**src/rtl/fp_mul_seq.sv**
```systemverilog
// fp_mul_seq -- iterative IEEE-754 multiplier with valid/ready on both sides.
//
// One operation is held in flight. Significands are multiplied by a
// shift-add loop (one multiplier bit per cycle), then normalised, rounded
// and packed. Subnormal inputs are treated as signed zero and tiny results
// are flushed to signed zero. Special operands take the same path through
// the FSM, so latency is fixed.
//
// Ports:
//   clk        rising-edge clock
//   rst_n      asynchronous active-low reset
//   in_valid   a/b/rm valid
//   in_ready   block can accept an operation (IDLE only)
//   a, b       operands, WIDTH bits
//   rm         rounding mode: 000 RNE, 001 RTZ, 010 RDN, 011 RUP, 100 RMM,
//              anything else behaves as RNE
//   out_valid  result/flags valid
//   out_ready  consumer accepts result
//   result     product, WIDTH bits
//   flags      {invalid, divzero (always 0), overflow, underflow, inexact}
module fp_mul_seq #(
   parameter int WIDTH = 16
) (
   input  logic             clk,
   input  logic             rst_n,
   input  logic             in_valid,
   output logic             in_ready,
   input  logic [WIDTH-1:0] a,
   input  logic [WIDTH-1:0] b,
   input  logic [2:0]       rm,
   output logic             out_valid,
   input  logic             out_ready,
   output logic [WIDTH-1:0] result,
   output logic [4:0]       flags
);

   localparam int EXP_W  = (WIDTH == 64) ? 11 : (WIDTH == 32) ? 8 : 5;
   localparam int MAN_W  = (WIDTH == 64) ? 52 : (WIDTH == 32) ? 23 : 10;
   localparam int SIG_W  = MAN_W + 1;
   localparam int PROD_W = 2 * SIG_W;
   localparam int SUM_W  = SIG_W + 1;
   localparam int XE_W   = EXP_W + 2;
   localparam int CNT_W  = $clog2(SIG_W);

   localparam logic signed [XE_W-1:0] BIAS    = XE_W'(2**(EXP_W-1) - 1);
   localparam logic signed [XE_W-1:0] EXP_MAX = XE_W'(2**EXP_W - 1);
   localparam logic signed [XE_W-1:0] EXP_ZERO = '0;

   localparam logic [2:0] RM_RTZ = 3'b001;
   localparam logic [2:0] RM_RDN = 3'b010;
   localparam logic [2:0] RM_RUP = 3'b011;
   localparam logic [2:0] RM_RMM = 3'b100;

   if (!(WIDTH == 16 || WIDTH == 32 || WIDTH == 64)) begin : g_bad_width
      $fatal(1, "fp_mul_seq: WIDTH must be 16, 32 or 64");
   end

   typedef enum logic [2:0] {S_IDLE, S_MUL, S_NORM, S_RND, S_DONE} state_t;
   typedef enum logic [1:0] {CLS_NUM, CLS_ZERO, CLS_INF, CLS_NAN} cls_t;

   state_t state_q, state_d;

   // Operand decode (only meaningful on the accept edge)
   logic [EXP_W-1:0] ea, eb;
   logic [MAN_W-1:0] fa, fb;
   logic a_zero, b_zero, a_inf, b_inf, a_nan, b_nan, inf_zero;
   logic inv_in;
   cls_t cls_in;

   assign ea = a[WIDTH-2:MAN_W];
   assign eb = b[WIDTH-2:MAN_W];
   assign fa = a[MAN_W-1:0];
   assign fb = b[MAN_W-1:0];

   // A zero exponent field counts as zero whether or not the fraction is set.
   assign a_zero   = (ea == '0);
   assign b_zero   = (eb == '0);
   assign a_inf    = (ea == '1) && (fa == '0);
   assign b_inf    = (eb == '1) && (fb == '0);
   assign a_nan    = (ea == '1) && (fa != '0);
   assign b_nan    = (eb == '1) && (fb != '0);
   assign inf_zero = (a_inf && b_zero) || (b_inf && a_zero);
   // A NaN with a clear quiet bit is signalling.
   assign inv_in   = (a_nan && !fa[MAN_W-1]) || (b_nan && !fb[MAN_W-1]) || inf_zero;
   assign cls_in   = (a_nan || b_nan || inf_zero) ? CLS_NAN  :
                     (a_inf || b_inf)             ? CLS_INF  :
                     (a_zero || b_zero)           ? CLS_ZERO : CLS_NUM;

   // Operation registers
   logic                    sign_q;
   logic signed [XE_W-1:0]  exp_q;
   logic [SIG_W-1:0]        ma_q, mb_q, mant_q;
   logic [PROD_W-1:0]       acc_q;
   logic [CNT_W-1:0]        cnt_q;
   logic [2:0]              rm_q;
   logic [2:0]              grs_q;
   cls_t                    cls_q;
   logic                    inv_q;

   // Rounding / packing (combinational from the NORM results)
   logic                    rnd_inexact, rnd_inc, ovf_to_inf;
   logic [SUM_W-1:0]        rnd_sum;
   logic signed [XE_W-1:0]  rnd_exp;
   logic [MAN_W-1:0]        rnd_frac;
   logic [WIDTH-1:0]        rnd_result;
   logic [4:0]              rnd_flags;

   // NOTE: sequential state is written with non-blocking assignments only, so
   // every register samples pre-edge values regardless of process order.
   always_ff @(posedge clk or negedge rst_n) begin
      if (!rst_n) state_q <= S_IDLE;
      else        state_q <= state_d;
   end

   // NOTE: every output of a combinational process gets a default first, so
   // no path leaves it unassigned and no latch is inferred.
   always_comb begin
      state_d   = state_q;
      in_ready  = 1'b0;
      out_valid = 1'b0;
      case (state_q)
         S_IDLE: begin
            in_ready = rst_n;
            if (in_valid) state_d = S_MUL;
         end
         S_MUL:  if (cnt_q == CNT_W'(MAN_W)) state_d = S_NORM;
         S_NORM: state_d = S_RND;
         S_RND:  state_d = S_DONE;
         S_DONE: begin
            out_valid = 1'b1;
            // Returning to IDLE here means the next accept is a later edge.
            if (out_ready) state_d = S_IDLE;
         end
         default: state_d = S_IDLE;
      endcase
   end

   always_ff @(posedge clk or negedge rst_n) begin
      if (!rst_n) begin
         sign_q <= 1'b0;
         exp_q  <= '0;
         ma_q   <= '0;
         mb_q   <= '0;
         mant_q <= '0;
         acc_q  <= '0;
         cnt_q  <= '0;
         rm_q   <= '0;
         grs_q  <= '0;
         cls_q  <= CLS_NUM;
         inv_q  <= 1'b0;
         result <= '0;
         flags  <= '0;
      end else begin
         case (state_q)
            S_IDLE: if (in_valid) begin
               sign_q <= a[WIDTH-1] ^ b[WIDTH-1];
               exp_q  <= $signed({2'b00, ea}) + $signed({2'b00, eb}) - BIAS;
               ma_q   <= {1'b1, fa};
               mb_q   <= {1'b1, fb};
               acc_q  <= '0;
               cnt_q  <= '0;
               rm_q   <= rm;
               cls_q  <= cls_in;
               inv_q  <= inv_in;
            end
            S_MUL: begin
               if (ma_q[cnt_q]) acc_q <= acc_q + (PROD_W'(mb_q) << cnt_q);
               cnt_q <= cnt_q + CNT_W'(1);
            end
            S_NORM: begin
               // Product of two [1,2) significands lies in [1,4).
               if (acc_q[PROD_W-1]) begin
                  mant_q <= acc_q[PROD_W-1 -: SIG_W];
                  grs_q  <= {acc_q[MAN_W], acc_q[MAN_W-1], |acc_q[MAN_W-2:0]};
                  exp_q  <= exp_q + XE_W'(1);
               end else begin
                  mant_q <= acc_q[PROD_W-2 -: SIG_W];
                  grs_q  <= {acc_q[MAN_W-1], acc_q[MAN_W-2], |acc_q[MAN_W-3:0]};
               end
            end
            S_RND: begin
               result <= rnd_result;
               flags  <= rnd_flags;
            end
            default: ;
         endcase
      end
   end

   always_comb begin
      rnd_inexact = |grs_q;
      case (rm_q)
         RM_RTZ:  rnd_inc = 1'b0;
         RM_RDN:  rnd_inc = sign_q && rnd_inexact;
         RM_RUP:  rnd_inc = !sign_q && rnd_inexact;
         RM_RMM:  rnd_inc = grs_q[2];
         default: rnd_inc = grs_q[2] && (grs_q[1] || grs_q[0] || mant_q[0]);
      endcase
      case (rm_q)
         RM_RTZ:  ovf_to_inf = 1'b0;
         RM_RDN:  ovf_to_inf = sign_q;
         RM_RUP:  ovf_to_inf = !sign_q;
         default: ovf_to_inf = 1'b1;
      endcase
      rnd_sum  = {1'b0, mant_q} + SUM_W'(rnd_inc);
      // A carry-out means the significand became 10.00..0: renormalise.
      rnd_exp  = exp_q + XE_W'(rnd_sum[SIG_W]);
      rnd_frac = rnd_sum[SIG_W] ? rnd_sum[MAN_W:1] : rnd_sum[MAN_W-1:0];

      rnd_result = '0;
      rnd_flags  = '0;
      case (cls_q)
         CLS_NAN:  rnd_result = {1'b0, {EXP_W{1'b1}}, 1'b1, {(MAN_W-1){1'b0}}};
         CLS_INF:  rnd_result = {sign_q, {EXP_W{1'b1}}, {MAN_W{1'b0}}};
         CLS_ZERO: rnd_result = {sign_q, {(WIDTH-1){1'b0}}};
         default: begin
            if (rnd_exp >= EXP_MAX) begin
               rnd_flags[2] = 1'b1;
               rnd_flags[0] = 1'b1;
               rnd_result   = ovf_to_inf ?
                              {sign_q, {EXP_W{1'b1}}, {MAN_W{1'b0}}} :
                              {sign_q, {(EXP_W-1){1'b1}}, 1'b0, {MAN_W{1'b1}}};
            end else if (rnd_exp <= EXP_ZERO) begin
               rnd_flags[1] = 1'b1;
               rnd_flags[0] = 1'b1;
               rnd_result   = {sign_q, {(WIDTH-1){1'b0}}};
            end else begin
               rnd_flags[0] = rnd_inexact;
               rnd_result   = {sign_q, rnd_exp[EXP_W-1:0], rnd_frac};
            end
         end
      endcase
      rnd_flags[4] = inv_q;
   end

endmodule
```
**config.mk**
```make
export PLATFORM = sky130hd
export DESIGN_NAME = fp_mul_seq
export DESIGN_NICKNAME = d
export VERILOG_FILES = /design/src/rtl/fp_mul_seq.sv
export SDC_FILE = /design/constraint.sdc
export NUM_CORES = 1
export LEC_CHECK = 0
export ABC_AREA = 1
export CAP_MARGIN = 20
export CELL_PAD_IN_SITES_DETAIL_PLACEMENT = 1
export CELL_PAD_IN_SITES_GLOBAL_PLACEMENT = 1
export CORE_ASPECT_RATIO = 1.25
export CORE_MARGIN = 2
export CORE_UTILIZATION = 46
export CTS_CLUSTER_SIZE = 28
export DETAILED_ROUTE_END_ITERATION = 12
export PLACE_DENSITY_LB_ADDON = 0.15
export SETUP_SLACK_MARGIN = 0.05
export SLEW_MARGIN = 0
export SYNTH_ARGS = -nofsm -noshare
export SYNTH_HDL_FRONTEND = slang
export SYNTH_SLANG_ARGS = --single-unit
```
**constraint.sdc**
```tcl
create_clock -name clk -period 5.8 [get_ports clk]
set_clock_uncertainty 0.05 [all_clocks]
set_input_delay 1.16 -clock clk [delete_from_list [all_inputs] [get_ports clk]]
set_output_delay 1.16 -clock clk [all_outputs]
set_load 0.01 [all_outputs]
```
==> results.txt <==
fin cells: 1,308
CTS Buffer Depth: 2
Netlist cell types: 49
fillcell total: 2,059
most frequent cell after synthesis: nand2_1
setup_tns: 0 ns
Max Slew Vio Count: 0
status: complete, no violations
Reg-to-Reg Start: rm_q[0]$_DFFE_PN0P_
syn_nets: 1,130
Power, Total: 4.63 mW
Final setup viols: 0
Slew @ Worst Pin: 0.941 ns
startpoint class of the critical path: register
EDFF count, synth: 0
CP required: 6.00 ns
Max Cap Violations: 0
Synth-to-Final Area Change: 14.0%
Mapped Avg Cell Area: 6.78 sq um
cts bufs inserted: 9
Avg WL per Cell: 16.7 microns
Top Family by Delay on Critical Path: simple AND/OR/NAND/NOR gates
Hold Vio Cnt, Final: 0
period utilization: 71.6%
minimum clock period: 4.15 ns
Rows: 50
Max Freq: 241 MHz
initial antenna violation count: 0
Critical Path Sink: result[5]$_DFFE_PN0P_
hold bufs inserted after CTS: 0
drt pass-1 iters: 4
share of the synthesized area in the top cell type: 34.4%
Final Worst Setup Slack: 1.65 ns
CP most frequent cell: ha_1
WP buf/inv: 4
placed cell count: 1,292
DR vias: 7,116
chip height: 143 microns
share of cells above drive strength 1: 4.82%
WP depth: 21
Starting Density: 47.3%
gr usage total: 28.5%
Slew headroom: 37.3%
hpwl dp: 17,100 microns
vias in the first global route: 7,525
clk root buf: clkbuf_16
synth cell count leaders: 343 x nand2_1, 108 x inv_1, 108 x nor2_1
setup bufs post-CTS: 0
Vias/cell: 5.44
slowest stage delay, CP: 0.45 ns
die extent in x: 115 microns
count of nets after finishing: 1,173
critical path type: reg -> reg
placed inst area: 7850 sq um
r2r setup slk: 1.65 ns
initial drt markers: 517
residual DRC count: 0
largest net degree at the start of global routing: 72
Yosys warnings: 0
Syn Inst Count: 1,052
Yosys top cell by area: dfrtp_1
CP endpoint kind: register
Resized Gates After CTS: 0
IO Count: 62
Finished Cell Area: 8130 sq um
TritonCTS Sinks: 98
fin util: 53.9%
core area: 15,100 sq um
flops & latches, synth: 98
CTS tree: yes
Pwr Density: 570 nW/um^2
GRT overflow: 0
RSZ-0062 raised after global routing: false
Port Buffers: 60
Worst-Skew Late Latency: 0.36 ns
CP Cell Sequence: inv_1 -> a21oi_1 -> o21ai_0 -> o311a_1 -> ha_1 -> nand3_1 -> nor2_1 -> inv_1 -> nor3_1 -> ha_1 -> ha_1 -> nand3_2 -> nor2_4 -> xor2_4 -> nand2_4 -> clkinv_2 -> nand2_2 -> nand2_2 -> inv_2 -> o21ai_1 -> nand2_1
Max Fanout on Critical Path: 8
GPL Wtd Cong: 0.988
reg2reg end: result[5]$_DFFE_PN0P_
worst min-delay path class: reg -> reg
# H-tree levels: 3
FF-to-FF path depth: 21
Detail Route Antenna Nets: 0
Max IR drop VDD: 0.245 mV
Die ar.: 16,500 sq um
ANT cells: 0
DP Worst Slack: 1.66 ns
Hold WS: 0.432 ns
slowest cell on the critical path: nor3_1
main flop type after synthesis: dfrtp_1
synth top area cells: dfrtp_1 34%, nand2_1 18%, ha_1 6.5%
Critical Path Source: rm_q[0]$_DFFE_PN0P_
async set-reset flop share out of synthesis: 100%
DRT Wirelength: 21,800 microns
first-pass GRT wire length: 37,000 microns
crit path DAT: 4.35 ns
Leak: 4.05 nW
Clock transition at path regs: 0.07 ns
sequential area share after synthesis: 34.4%
Post-Syn Area: 7130 sq um
==> report_power, final <==
group	switching [mW]	total, mW	internal [mW]	leakage, nW
Clock	0.282	0.587	0.305	0.133
Combinational	1.81	2.73	0.927	2.69
Sequential	0.329	1.31	0.981	1.23
==> per-layer routing <==
| layer | routed length, microns | GRT usage, % | vias up |
|---|---|---|---|
| met1 | 9510 | 34.0 | 3467 |
| met3 | 425 | 3.23 | 39 |
| li1 | - | - | 3516 |
| met5 | 0 | 0 | - |
| met4 | 685 | 11.0 | 0 |
| met2 | 11200 | 51.7 | 94 |
==> cells by family (layout without fill, tap and decap cells) <==
logic type / count (synthesis) / count (layout) / share of synthesized area [%]
AO/OA/AOI/OAI: 186 / 186 / 14.5
XOR/XNOR: 15 / 15 / 2.11
adder cells (fa/ha/maj): 39 / 39 / 7.06
buffers and inverters: 150 / 198 / 8.53
flip-flops: 98 / 98 / 34.4
multiplexers: 2 / 2 / 0.281
other: 1 / 1 / 0.0526
AND/OR/NAND/NOR: 561 / 561 / 33.1
==> worst min-delay path, stage by stage (launching register included) <==
cell and delay (ns):
dfrtp_1 0.35, nand2_1 0.05, nand2_1 0.05
==> placed cells by master (no fill, tap or decap), types with 3 or more instances in the layout <==
cell type          n
a21oi_1           39
ha_1              37
o211ai_1           9
clkdlybuf4s50_1   59
nand4_1           20
o21ai_1           12
o21bai_1           3
nand2_2            8
a31oi_1           18
o22ai_1            8
dfrtp_1           98
nor3_1            11
or2_2              3
xnor2_1            3
xor2_1            11
nor2_1           108
clkbuf_16          9
inv_1            108
o21ai_0           85
nand3_1           54
inv_2              9
nand2_1          343
==> final cells by class <==
cell class / instances / area (sq um) / share of cell area (%)
inverter: 121 / 458 / 5.64
tap: 208 / 260 / 3.20
multi-input combinational: 804 / 4070 / 50.1
clock inverter: 5 / 37.5 / 0.462
clock buffer: 11 / 243 / 2.99
timing repair buffer: 61 / 606 / 7.45
sequential: 98 / 2450 / 30.2
==> state kept, by name, indices dropped and copies added, names as in the netlist, 2 cells and up <==
name,flops
mant_q,11
flags,4
mb_q,10
acc_q,22
grs_q,3
result,16
rm_q,3
cls_q,2
state_q,3
ma_q,11
exp_q,7
cnt_q,4
==> how the worst min path moves through the flow <==
stage / start / to / slack, ns / cells past startpoint
2_1_floorplan: mant_q[10]$_DFFE_PN0P_ / mant_q[10]$_DFFE_PN0P_ / 0.39 / 2
3_3_place_gp: result[3]$_DFFE_PN0P_ / result[3]$_DFFE_PN0P_ / 0.41 / 2
3_5_place_dp: result[3]$_DFFE_PN0P_ / result[3]$_DFFE_PN0P_ / 0.42 / 2
4_1_cts: result[3]$_DFFE_PN0P_ / result[3]$_DFFE_PN0P_ / 0.44 / 2
5_1_grt: result[3]$_DFFE_PN0P_ / result[3]$_DFFE_PN0P_ / 0.46 / 2
6_report: result[3]$_DFFE_PN0P_ / result[3]$_DFFE_PN0P_ / 0.43 / 2
Note: power is estimated with default switching activity, not from simulation.
